--- config.mk ---
export PLATFORM = sky130hd
export DESIGN_NAME = dump_ctrl
export DESIGN_NICKNAME = d
export VERILOG_FILES = /design/src/rtl/capture_pkg.sv /design/src/rtl/dump_ctrl.sv
export SDC_FILE = /design/constraint.sdc
export NUM_CORES = 1
export LEC_CHECK = 0
export ABC_AREA = 1
export BUFFER_PORTS_ARGS = -buffer_cell sky130_fd_sc_hd__buf_2
export CORE_ASPECT_RATIO = 0.5
export CORE_MARGIN = 3
export CORE_UTILIZATION = 40
export CTS_CLUSTER_DIAMETER = 80
export DETAILED_ROUTE_END_ITERATION = 6
export SLEW_MARGIN = 30
export SYNTH_ARGS = -nofsm -noshare
export SYNTH_HDL_FRONTEND = slang
export SYNTH_SLANG_ARGS = --single-unit
--- constraint.sdc ---
create_clock -name clk -period 3.9 [get_ports clk]
set_input_delay 0.39 -clock clk [delete_from_list [all_inputs] [get_ports clk]]
set_output_delay 0.39 -clock clk [all_outputs]
set_load 0.02 [all_outputs]
--- src/rtl/capture_pkg.sv ---
// capture_pkg: shared types and constants for the capture dump path
// Contents: Address (9-bit RAM address), SAMPLE_DEPTH (samples per record), state_t (dump FSM states)
package capture_pkg;
  typedef logic [8:0] Address;
  localparam int SAMPLE_DEPTH = 512;
  typedef enum logic [2:0] {IDLE, READ, WAIT_DATA, SEND, WAIT_TX, DONE} state_t;
endpackage

--- src/rtl/dump_ctrl.sv ---
// dump_ctrl: streams a full capture record to a UART, oldest sample first
// Ports: clk, rst (async, active high); capture_done, start_dump, abort, last_addr (control);
//   ram_en, ram_addr, ram_rdata (capture RAM read, 1-cycle latency);
//   tx_data, tx_start, tx_busy, tx_done (UART handshake); busy, dump_finished, clr_capture_done (status)
// Option: DUMP_CHECKSUM_EN appends the mod-256 sum of all samples as one extra byte
module dump_ctrl
  import capture_pkg::*;
(
  input  logic       clk,
  input  logic       rst,
  input  logic       capture_done,
  input  logic       start_dump,
  input  logic       abort,
  input  logic [8:0] last_addr,
  output logic       ram_en,
  output logic [8:0] ram_addr,
  input  logic [7:0] ram_rdata,
  output logic [7:0] tx_data,
  output logic       tx_start,
  input  logic       tx_busy,
  input  logic       tx_done,
  output logic       busy,
  output logic       dump_finished,
  output logic       clr_capture_done
);
  state_t r_state, w_next, w_after_tx;
  Address r_ptr, r_cnt;
  logic [7:0] r_tx_data;
  logic w_last, w_adv;
  assign w_last = r_cnt == Address'(SAMPLE_DEPTH - 1);
`ifdef DUMP_CHECKSUM_EN
  logic [7:0] r_sum;
  logic r_csum;
  // the checksum byte reuses SEND/WAIT_TX; its completion finishes the dump
  assign w_after_tx = r_csum ? DONE : (w_last ? SEND : READ);
  assign w_adv = r_state == WAIT_TX && tx_done && !abort && !r_csum;
`else
  assign w_after_tx = w_last ? DONE : READ;
  assign w_adv = r_state == WAIT_TX && tx_done && !abort;
`endif
  always_comb begin
    w_next = r_state;
    if (abort)
      w_next = IDLE;
    else
      case (r_state)
        IDLE:      w_next = (start_dump && capture_done) ? READ : IDLE;
        READ:      w_next = WAIT_DATA;
        WAIT_DATA: w_next = SEND;
        SEND:      w_next = tx_busy ? SEND : WAIT_TX;
        WAIT_TX:   w_next = tx_done ? w_after_tx : WAIT_TX;
        default:   w_next = IDLE;
      endcase
  end
  always_ff @(posedge clk or posedge rst) begin
    if (rst) begin
      r_state   <= IDLE;
      r_ptr     <= '0;
      r_cnt     <= '0;
      r_tx_data <= '0;
`ifdef DUMP_CHECKSUM_EN
      r_sum     <= '0;
      r_csum    <= 1'b0;
`endif
    end else begin
      r_state <= w_next;
      if (r_state == IDLE && w_next == READ) begin
        r_ptr <= last_addr + 9'd1;
        r_cnt <= '0;
`ifdef DUMP_CHECKSUM_EN
        r_sum  <= '0;
        r_csum <= 1'b0;
`endif
      end
      if (r_state == WAIT_DATA) begin
        r_tx_data <= ram_rdata;
`ifdef DUMP_CHECKSUM_EN
        r_sum <= r_sum + ram_rdata;
`endif
      end
      if (w_adv) begin
        r_ptr <= r_ptr + 9'd1;
        r_cnt <= r_cnt + 9'd1;
      end
`ifdef DUMP_CHECKSUM_EN
      if (w_adv && w_last) begin
        r_csum    <= 1'b1;
        r_tx_data <= r_sum;
      end
`endif
    end
  end
  assign busy             = r_state != IDLE;
  assign ram_en           = r_state == READ;
  assign ram_addr         = r_ptr;
  assign tx_data          = r_tx_data;
  assign tx_start         = r_state == SEND && !tx_busy;
  // an abort landing on DONE cancels the completion pulses too
  assign dump_finished    = r_state == DONE && !abort;
  assign clr_capture_done = r_state == DONE && !abort;
endmodule

# After elaboration in Yosys (flattened, before gate mapping)
# Index checks and enable logic that the tools add are counted.
dict set report classes {
  add_sub_neg 3
  n_eq_ne 7
  mux 10
  n_reduce_logical 11
}
# cell n
set op_table {}
lappend op_table {{9-bit two-way mux} 4}
lappend op_table {{9-bit by 1-bit adder with 9-bit output (second input constant)} 3}
lappend op_table {{3-bit one-hot mux with 5 select lines} 1}
lappend op_table {{3-bit two-way mux} 4}
lappend op_table {{9-bit == test (second input constant)} 1}
lappend op_table {{3-bit by 1-bit == test with 1-bit output (second input constant)} 2}
lappend op_table {{3-bit by 2-bit == test with 1-bit output (second input constant)} 2}
lappend op_table {{3-bit == test (second input constant)} 2}
lappend op_table {{1-bit logical AND} 6}
lappend op_table {{3-bit logical NOT} 1}
lappend op_table {{3-bit nonzero test} 1}
lappend op_table {{1-bit logical NOT} 2}
lappend op_table {{2-bit nonzero test} 1}
lappend op_table {{1-bit two-way mux} 1}
dict set report word_totals {
  ff_bits 29
  in_bits 24
  out_inout_bits 22
}

# Depth between registers and ports, before layout
# Gate-level depths: netlist (run 1).
dict set report logic_depth {
  ltp_word 9
  ltp_mapped 12
  mapped_depth_nobuf 11
}

# Worst setup path before layout (run 1)
# No wires, ideal clock.
dict set report synth_timing {
  kind {register -> register}
  from {register r_state[1]}
  to {register r_ptr[8] (netlist: ram_addr[8])}
  setup_time_ns 0.117
  arrival_ns 1.602
  required_ns 3.783
  slack_ns 2.181
  stages_incl_launch_ff 10
  synth_period_minus_slack_ns 1.719
  path_cell_list {dfrtp_1 > nor2_4 > nand4_4 > o21ai_1 > ha_1 > nand3_1 > nor2_2 > nand4_1 > nand3_1 > nand2_1}
}
dict set report synth_via {
  elab_chain_cells 6
}
# element line
set synth_rtl {}
lappend synth_rtl {{from (decl)} dump_ctrl.sv:26} ;# state_t r_state, w_next, w_after_tx;
lappend synth_rtl {{from (signal assigned)} dump_ctrl.sv:66} ;# r_state <= w_next;
lappend synth_rtl {{3-bit == test (tied with other cells)} {dump_ctrl.sv:39, dump_ctrl.sv:46}}
lappend synth_rtl {{3-bit one-hot mux with 5 select lines} dump_ctrl.sv:46} ;# case (r_state)
lappend synth_rtl {{3-bit two-way mux} dump_ctrl.sv:43} ;# if (abort)
lappend synth_rtl {{3-bit by 1-bit == test with 1-bit output} dump_ctrl.sv:67} ;# if (r_state == IDLE && w_next == READ) begin
lappend synth_rtl {{1-bit logical AND} dump_ctrl.sv:67}
lappend synth_rtl {{2-bit nonzero test (no line)} --}
lappend synth_rtl {{to (signal assigned)} dump_ctrl.sv:68} ;# r_ptr <= last_addr + 9'd1;
lappend synth_rtl {{to (signal assigned)} dump_ctrl.sv:82} ;# r_ptr <= r_ptr + 9'd1;
lappend synth_rtl {{to (decl)} dump_ctrl.sv:27} ;# Address r_ptr, r_cnt;
# Parallel ways exist; a longest one is shown, timed or not.
# A chain may end at the register's enable or synchronous reset.

# Worst setup path in the final report (run 1)
# Same ends and word-level chain as after synthesis.

==> results_dict.tcl, run 1 <==
set metrics [dict create \
    coreArea_sq_um 4000 \
    crit_fanout 26 \
    fin_hold_ws_ps 177 \
    drt_iter0_drc 33 \
    first_pass_iters 4 \
    pwr-share-comb 0.336 \
    final_core_util 0.507 \
    synthFlopType "dfrtp_1" \
    clkPwrFrac 0.240 \
    fin_crit_sh 0.577 \
    cp_slowest_stage_delay_ps 430 \
    port_buffers 45 \
    grt_pass1_wl_um 6150 \
    switching_share 0.357 \
    critPathKind "flip-flop to flip-flop" \
    insertedDiodeCount 0 \
    worstMarginPinSlew_ps 742 \
    setup_tns_ps 0 \
    cts_buffer_depth 2 \
    htreeDepth 2 \
    period_minus_slack_ps 2250 \
    clockRootBuffer "clkbuf_8" \
    stdcell_area_sq_um 2030 \
    total_leakage_power_nw 1.06 \
    dp_hpwl_um 2720 \
    routed_via_density 4.65 \
    slew_viol_final 0 \
    setup_viol 0 \
    synth-edff-count 0 \
    crit_slowest_cell "dfrtp_1" \
    nNetsFinal 283 \
    grt_max_degree 30 \
    synth_area_leaders "dfrtp_1 42%, nand2_1 12%, inv_1 6.8%, mux2_2 5.3%, nand3_1 3.8%" \
    yosysSeqAreaShare 0.424 \
    cpMostUsedCell "nand3_1" \
    worstReg2RegStart "r_state[1]" \
    start_util 0.428 \
    crit_buf_inv 0 \
    post_cts_buffers 0 \
    hold_viol 0 \
    crit_arrival_ps 2410 \
    cts.sinks 29 \
    fillers 393 \
    syn_inst 210 \
    core.rowCount 16 \
    finalPower_w 0.00100 \
    rrSetupSlack_ps 1650 \
    num_vias 1441 \
    ys_warn_count 0 \
    totalWireLength_um 3550 \
    cts_tree "built" \
    cts_buffers 5 \
    ys_types 34 \
    drive_above_1_share 0.320 \
    syn-num-nets 237 \
    cts_resized 0 \
    power_frac_seq 0.423 \
    reg2reg_to "ram_addr[8]" \
    p_switching_w 0.000357 \
    timing.fmax_mhz 444 \
    intPower_w 0.000642 \
    grtUsageTotal 0.148 \
    synth_top_area_cell "dfrtp_1" \
    cp-startpoint "r_state[1]" \
    worstPathCellList "nor2_4, nand4_4, o21ai_1, ha_1, nand3_1, nor2_2, nand4_1, nand3_1, nand2_1" \
    netlist_area_sq_um 1710 \
    avgSynthCellArea_sq_um 8.16 \
    multi_input_area_sq_um 795 \
    antenna_found_initial 0 \
    powerDensity_nw_per_um2 492 \
    cts.reportedPaths.clkPinSlew_ps 70 \
    cp_top_family "simple AND/OR/NAND/NOR gates" \
    relSlewSlack 0.505 \
    required_ps 4060 \
    syn2layout_area_growth_pct 18.6 \
    grt_pass1_vias 1395 \
    hold_path.class "input pin to async pin" \
    status "completed" \
    synth_top_area_frac 0.424 \
    worst_setup_path_end_kind "flip-flop" \
    clk_latency_ps 270 \
    die_area_sq_um 5150 \
    cap_violations 0 \
    drc 0 \
    synth-async-reset-ratio 1.00 \
    final_antenna_net_count 0 \
    crit_path_start_kind "flip-flop" \
    rsz0062_at_grt "no" \
    die_h_um 52.3 \
    crit_path_end "ram_addr[8]" \
    gp_congestion 0.834 \
    postPlaceCellArea_sq_um 1940 \
    reg2reg_depth 9 \
    overflow 0 \
    fin_skew_ps 11.5 \
    die_w_um 98.5 \
    cp.depth 9 \
    ys_ff_latch 29 \
    ff_latch_area_sq_um 726 \
    peakVddDrop_mv 0.150 \
    avgRoutedWirePerCell_um 11.4 \
    boundaryPins 46 \
    hold_buffers 0 \
]
[placed cells by master (no fill, tap or decap), types with 2 or more instances in the layout]
master    instances
o21ai_0           7
nand2_1          57
nor2_2            7
inv_1            31
buf_2            45
inv_2             2
o32ai_1           3
o21ai_2           4
ha_1              3
o21ai_1           8
dfrtp_1          29
mux2_2            8
nor2_1           11
nand3_1          13
clkbuf_8          6
a21oi_1           3
nand2_2           2
[synthesized netlist by cell type (3+ instances only)]
| cell type | number |
|---|---|
| dfrtp_1 | 29 |
| inv_1 | 31 |
| a21oi_1 | 3 |
| mux2_2 | 8 |
| o32ai_1 | 3 |
| o21ai_1 | 8 |
| o21ai_2 | 4 |
| nand2_1 | 57 |
| o21ai_0 | 7 |
| nor2_1 | 11 |
| buf_6 | 3 |
| nand3_1 | 13 |
| nor2_2 | 7 |
| ha_1 | 3 |
[cells by family after synthesis]
family	count (synthesis)	synth area share
AND/OR/NAND/NOR	98	0.266
XOR/XNOR	1	0.00511
AO/OA/AOI/OAI	31	0.118
adder cells (fa/ha/maj)	3	0.0219
multiplexers	8	0.0526
buffers and inverters	40	0.112
flip-flops	29	0.424
[worst min-delay path, stage by stage]
cell and delay, ps:
buf_2 90, inv_1 40, buf_4 330
[power by group through the flow]
stage | sequential [W] | clock, W | combinational, W
after global routing | 0.000435 | 0.000264 | 0.000368
after CTS | 0.000424 | 0.000248 | 0.000342
after global placement | 0.000425 | 0 | 0.000337
final | 0.000423 | 0.000240 | 0.000336
after floorplan | 0.000519 | 0 | 0.000132
after detailed placement | 0.000428 | 0 | 0.000342
[area by class of cell]
cell class,count,share of cell area
multi-input combinational,141,0.391
inverter,33,0.0610
timing repair buffer,46,0.115
tap,54,0.0333
clock buffer,7,0.0425
sequential,29,0.357
[worst min-delay path by stage]
| stage | startpoint | end | slack (ps) |
|---|---|---|---|
| 6_report | rst | ram_addr[1] | 180 |
| 5_1_grt | rst | ram_addr[5] | 220 |
| 4_1_cts | rst | ram_addr[1] | 180 |
| 3_5_place_dp | rst | tx_data[7] | 480 |
| 3_3_place_gp | rst | r_cnt[4] | 480 |
| 2_1_floorplan | abort | r_state[2] | 450 |
[state kept, by name, indices dropped and copies added (netlist names)]
name and count:
ram_addr 9, tx_data 8, r_cnt 9, r_state 3
[metrics by stage]
step	instances	worst slack [ps]
after detailed placement	303	1600
after floorplan	210	2180
after global placement	303	1620
after global routing	310	1340
final	310	1650
after CTS	310	1640
[metal layers]
| layer | vias up | global-route usage | part of all wire |
|---|---|---|---|
| li1 | 762 | - | - |
| met1 | 642 | 0.192 | 0.51 |
| met2 | 37 | 0.255 | 0.44 |
| met3 | 0 | 0.0332 | 0.052 |
| met4 | 0 | 0.0408 | 0 |
| met5 | - | 0 | 0 |
No activity file was read; power rests on OpenSTA's default activity.
==> run 2: changes to the inputs <==
==> constraint.sdc (replaced) <==
create_clock -name clk -period 2.2 [get_ports clk]
set_input_delay 0.22 -clock clk [delete_from_list [all_inputs] [get_ports clk]]
set_output_delay 0.22 -clock clk [all_outputs]
set_load 0.02 [all_outputs]
==> results_dict.tcl, run 2 (synthesis gave the netlist of run 1 again) <==
set metrics [dict create \
    cpMostUsedCell "nand3_1" \
    cts.sinks 29 \
    clkPwrFrac 0.238 \
    boundaryPins 46 \
    finalPower_w 0.00177 \
    setup_tns_ps 0 \
    post_cts_buffers 0 \
    grtUsageTotal 0.155 \
    cts_buffer_depth 2 \
    die_area_sq_um 5150 \
    syn2layout_area_growth_pct 19.6 \
    nNetsFinal 286 \
    postPlaceCellArea_sq_um 1970 \
    postLayoutSetupSlackWorst_ps 318 \
    hold_viol 14 \
    num_vias 1483 \
    intPower_w 0.00111 \
    port_buffers 45 \
    crit_buf_inv 0 \
    slew_viol_final 0 \
    critPathKind "flip-flop to flip-flop" \
    hold_path.class "input pin to async pin" \
    gp_congestion 0.791 \
    setup_viol 0 \
    worstMarginPinSlew_ps 421 \
    period_minus_slack_ps 1880 \
    crit_slowest_cell "dfrtp_1" \
    first_pass_iters 4 \
    grt_pass1_wl_um 6290 \
    hold_buffers 0 \
    cap_violations 0 \
    drive_above_1_share 0.331 \
    crit_arrival_ps 2050 \
    die_w_um 98.5 \
    timing.fmax_mhz 531 \
    antenna_found_initial 0 \
    drc 0 \
    cts_resized 0 \
    status "finished with violations" \
    fin_hold_ws_ps -3.30 \
    rsz0062_at_grt "no" \
    insertedDiodeCount 0 \
    relSlewSlack 0.719 \
    dp_hpwl_um 2690 \
    pwr-share-comb 0.341 \
    p_switching_w 0.000657 \
    start_util 0.428 \
    cts.reportedPaths.clkPinSlew_ps 60 \
    total_leakage_power_nw 1.07 \
    powerDensity_nw_per_um2 863 \
    clk_latency_ps 280 \
    violations "hold timing" \
    cts_tree "built" \
    cp_slowest_stage_delay_ps 430 \
    peakVddDrop_mv 0.263 \
    mostFrequentLayoutCell "nand2_1" \
    switching_share 0.371 \
    routed_via_density 4.72 \
    layout_common_cells "57 x nand2_1, 45 x buf_2, 31 x inv_1" \
    cts_buffers 5 \
    clockRootBuffer "clkbuf_8" \
    coreArea_sq_um 4000 \
    totalWireLength_um 3580 \
    cp_top_family "simple AND/OR/NAND/NOR gates" \
    crit_fanout 7 \
    grt_max_degree 30 \
    fin_skew_ps 5.21 \
    htreeDepth 2 \
    overflow 0 \
    fin_crit_sh 0.855 \
    drt_iter0_drc 27 \
    core.rowCount 16 \
    die_h_um 52.3 \
    worstPathCellList "nor2_4, nand4_4, o21ai_1, ha_1, nand3_1, nor2_2, nand4_1, nand3_1, nand2_1" \
    stdcell_area_sq_um 2050 \
    worst_setup_path_end_kind "flip-flop" \
    avgRoutedWirePerCell_um 11.4 \
    crit_path_start_kind "flip-flop" \
    grt_pass1_vias 1441 \
    place_ws_ps 327 \
    power_frac_seq 0.421 \
    final_antenna_net_count 0 \
    required_ps 2370 \
]
## run 2: cell types whose count changed in the layout (fill, tap and decap cells not counted), sizes merged
cell / previous run / this run
clkinv: 0 / 2
buf: 46 / 49
clkbuf: 7 / 6
## run 2: layout make-up
class | count | area, sq um
flip-flops and latches | 29 | 726
inverters | 33 | 124
well taps | 54 | 67.6
clock inverters | 2 | 10.0
clock buffers | 6 | 72.6
fillers | 403 | 1950
multi-input cells | 141 | 795
repair buffers | 49 | 255
## run 2: path summary, 6_finish.rpt
kind / slack (ps) / endpoint / startpoint / cells past startpoint
worst min-delay path: -3 / ram_addr[2] / rst / 3
worst min register to register: 500 / tx_data[0] / tx_data[0] / 1
worst max register to register: 320 / ram_addr[8] / r_state[1] / 9
worst max-delay path: 320 / ram_addr[8] / r_state[1] / 9
min in group clk: 180 / tx_data[2] / ram_rdata[2] / 2
max in group asynchronous: 1930 / tx_data[6] / rst / 3
## run 2: tightest hold or removal path, stage by stage
cell and delay (ps):
buf_2 90, inv_1 40, buf_4 330
## run 2: stage by stage
stage | instances | util
2_1_floorplan | 210 | -
3_3_place_gp | 306 | 0.491
3_5_place_dp | 306 | 0.491
4_1_cts | 314 | 0.512
5_1_grt | 314 | 0.512
6_report | 314 | 0.512
## run 2: metal layers
metal,up-vias,track usage,share of wire
li1,769,-,-
met1,673,0.199,0.49
met2,36,0.251,0.44
met3,5,0.0385,0.059
met4,0,0.0680,0.016
met5,-,0,0
## run 2: power by group through the flow
| stage | logic, W | clock network (W) | registers, W |
|---|---|---|---|
| 5_1_grt | 0.000667 | 0.000463 | 0.000766 |
| 3_5_place_dp | 0.000612 | 0 | 0.000754 |
| 6_report | 0.000604 | 0.000421 | 0.000744 |
| 3_3_place_gp | 0.000605 | 0 | 0.000748 |
| 2_1_floorplan | 0.000233 | 0 | 0.000920 |
| 4_1_cts | 0.000614 | 0.000441 | 0.000745 |
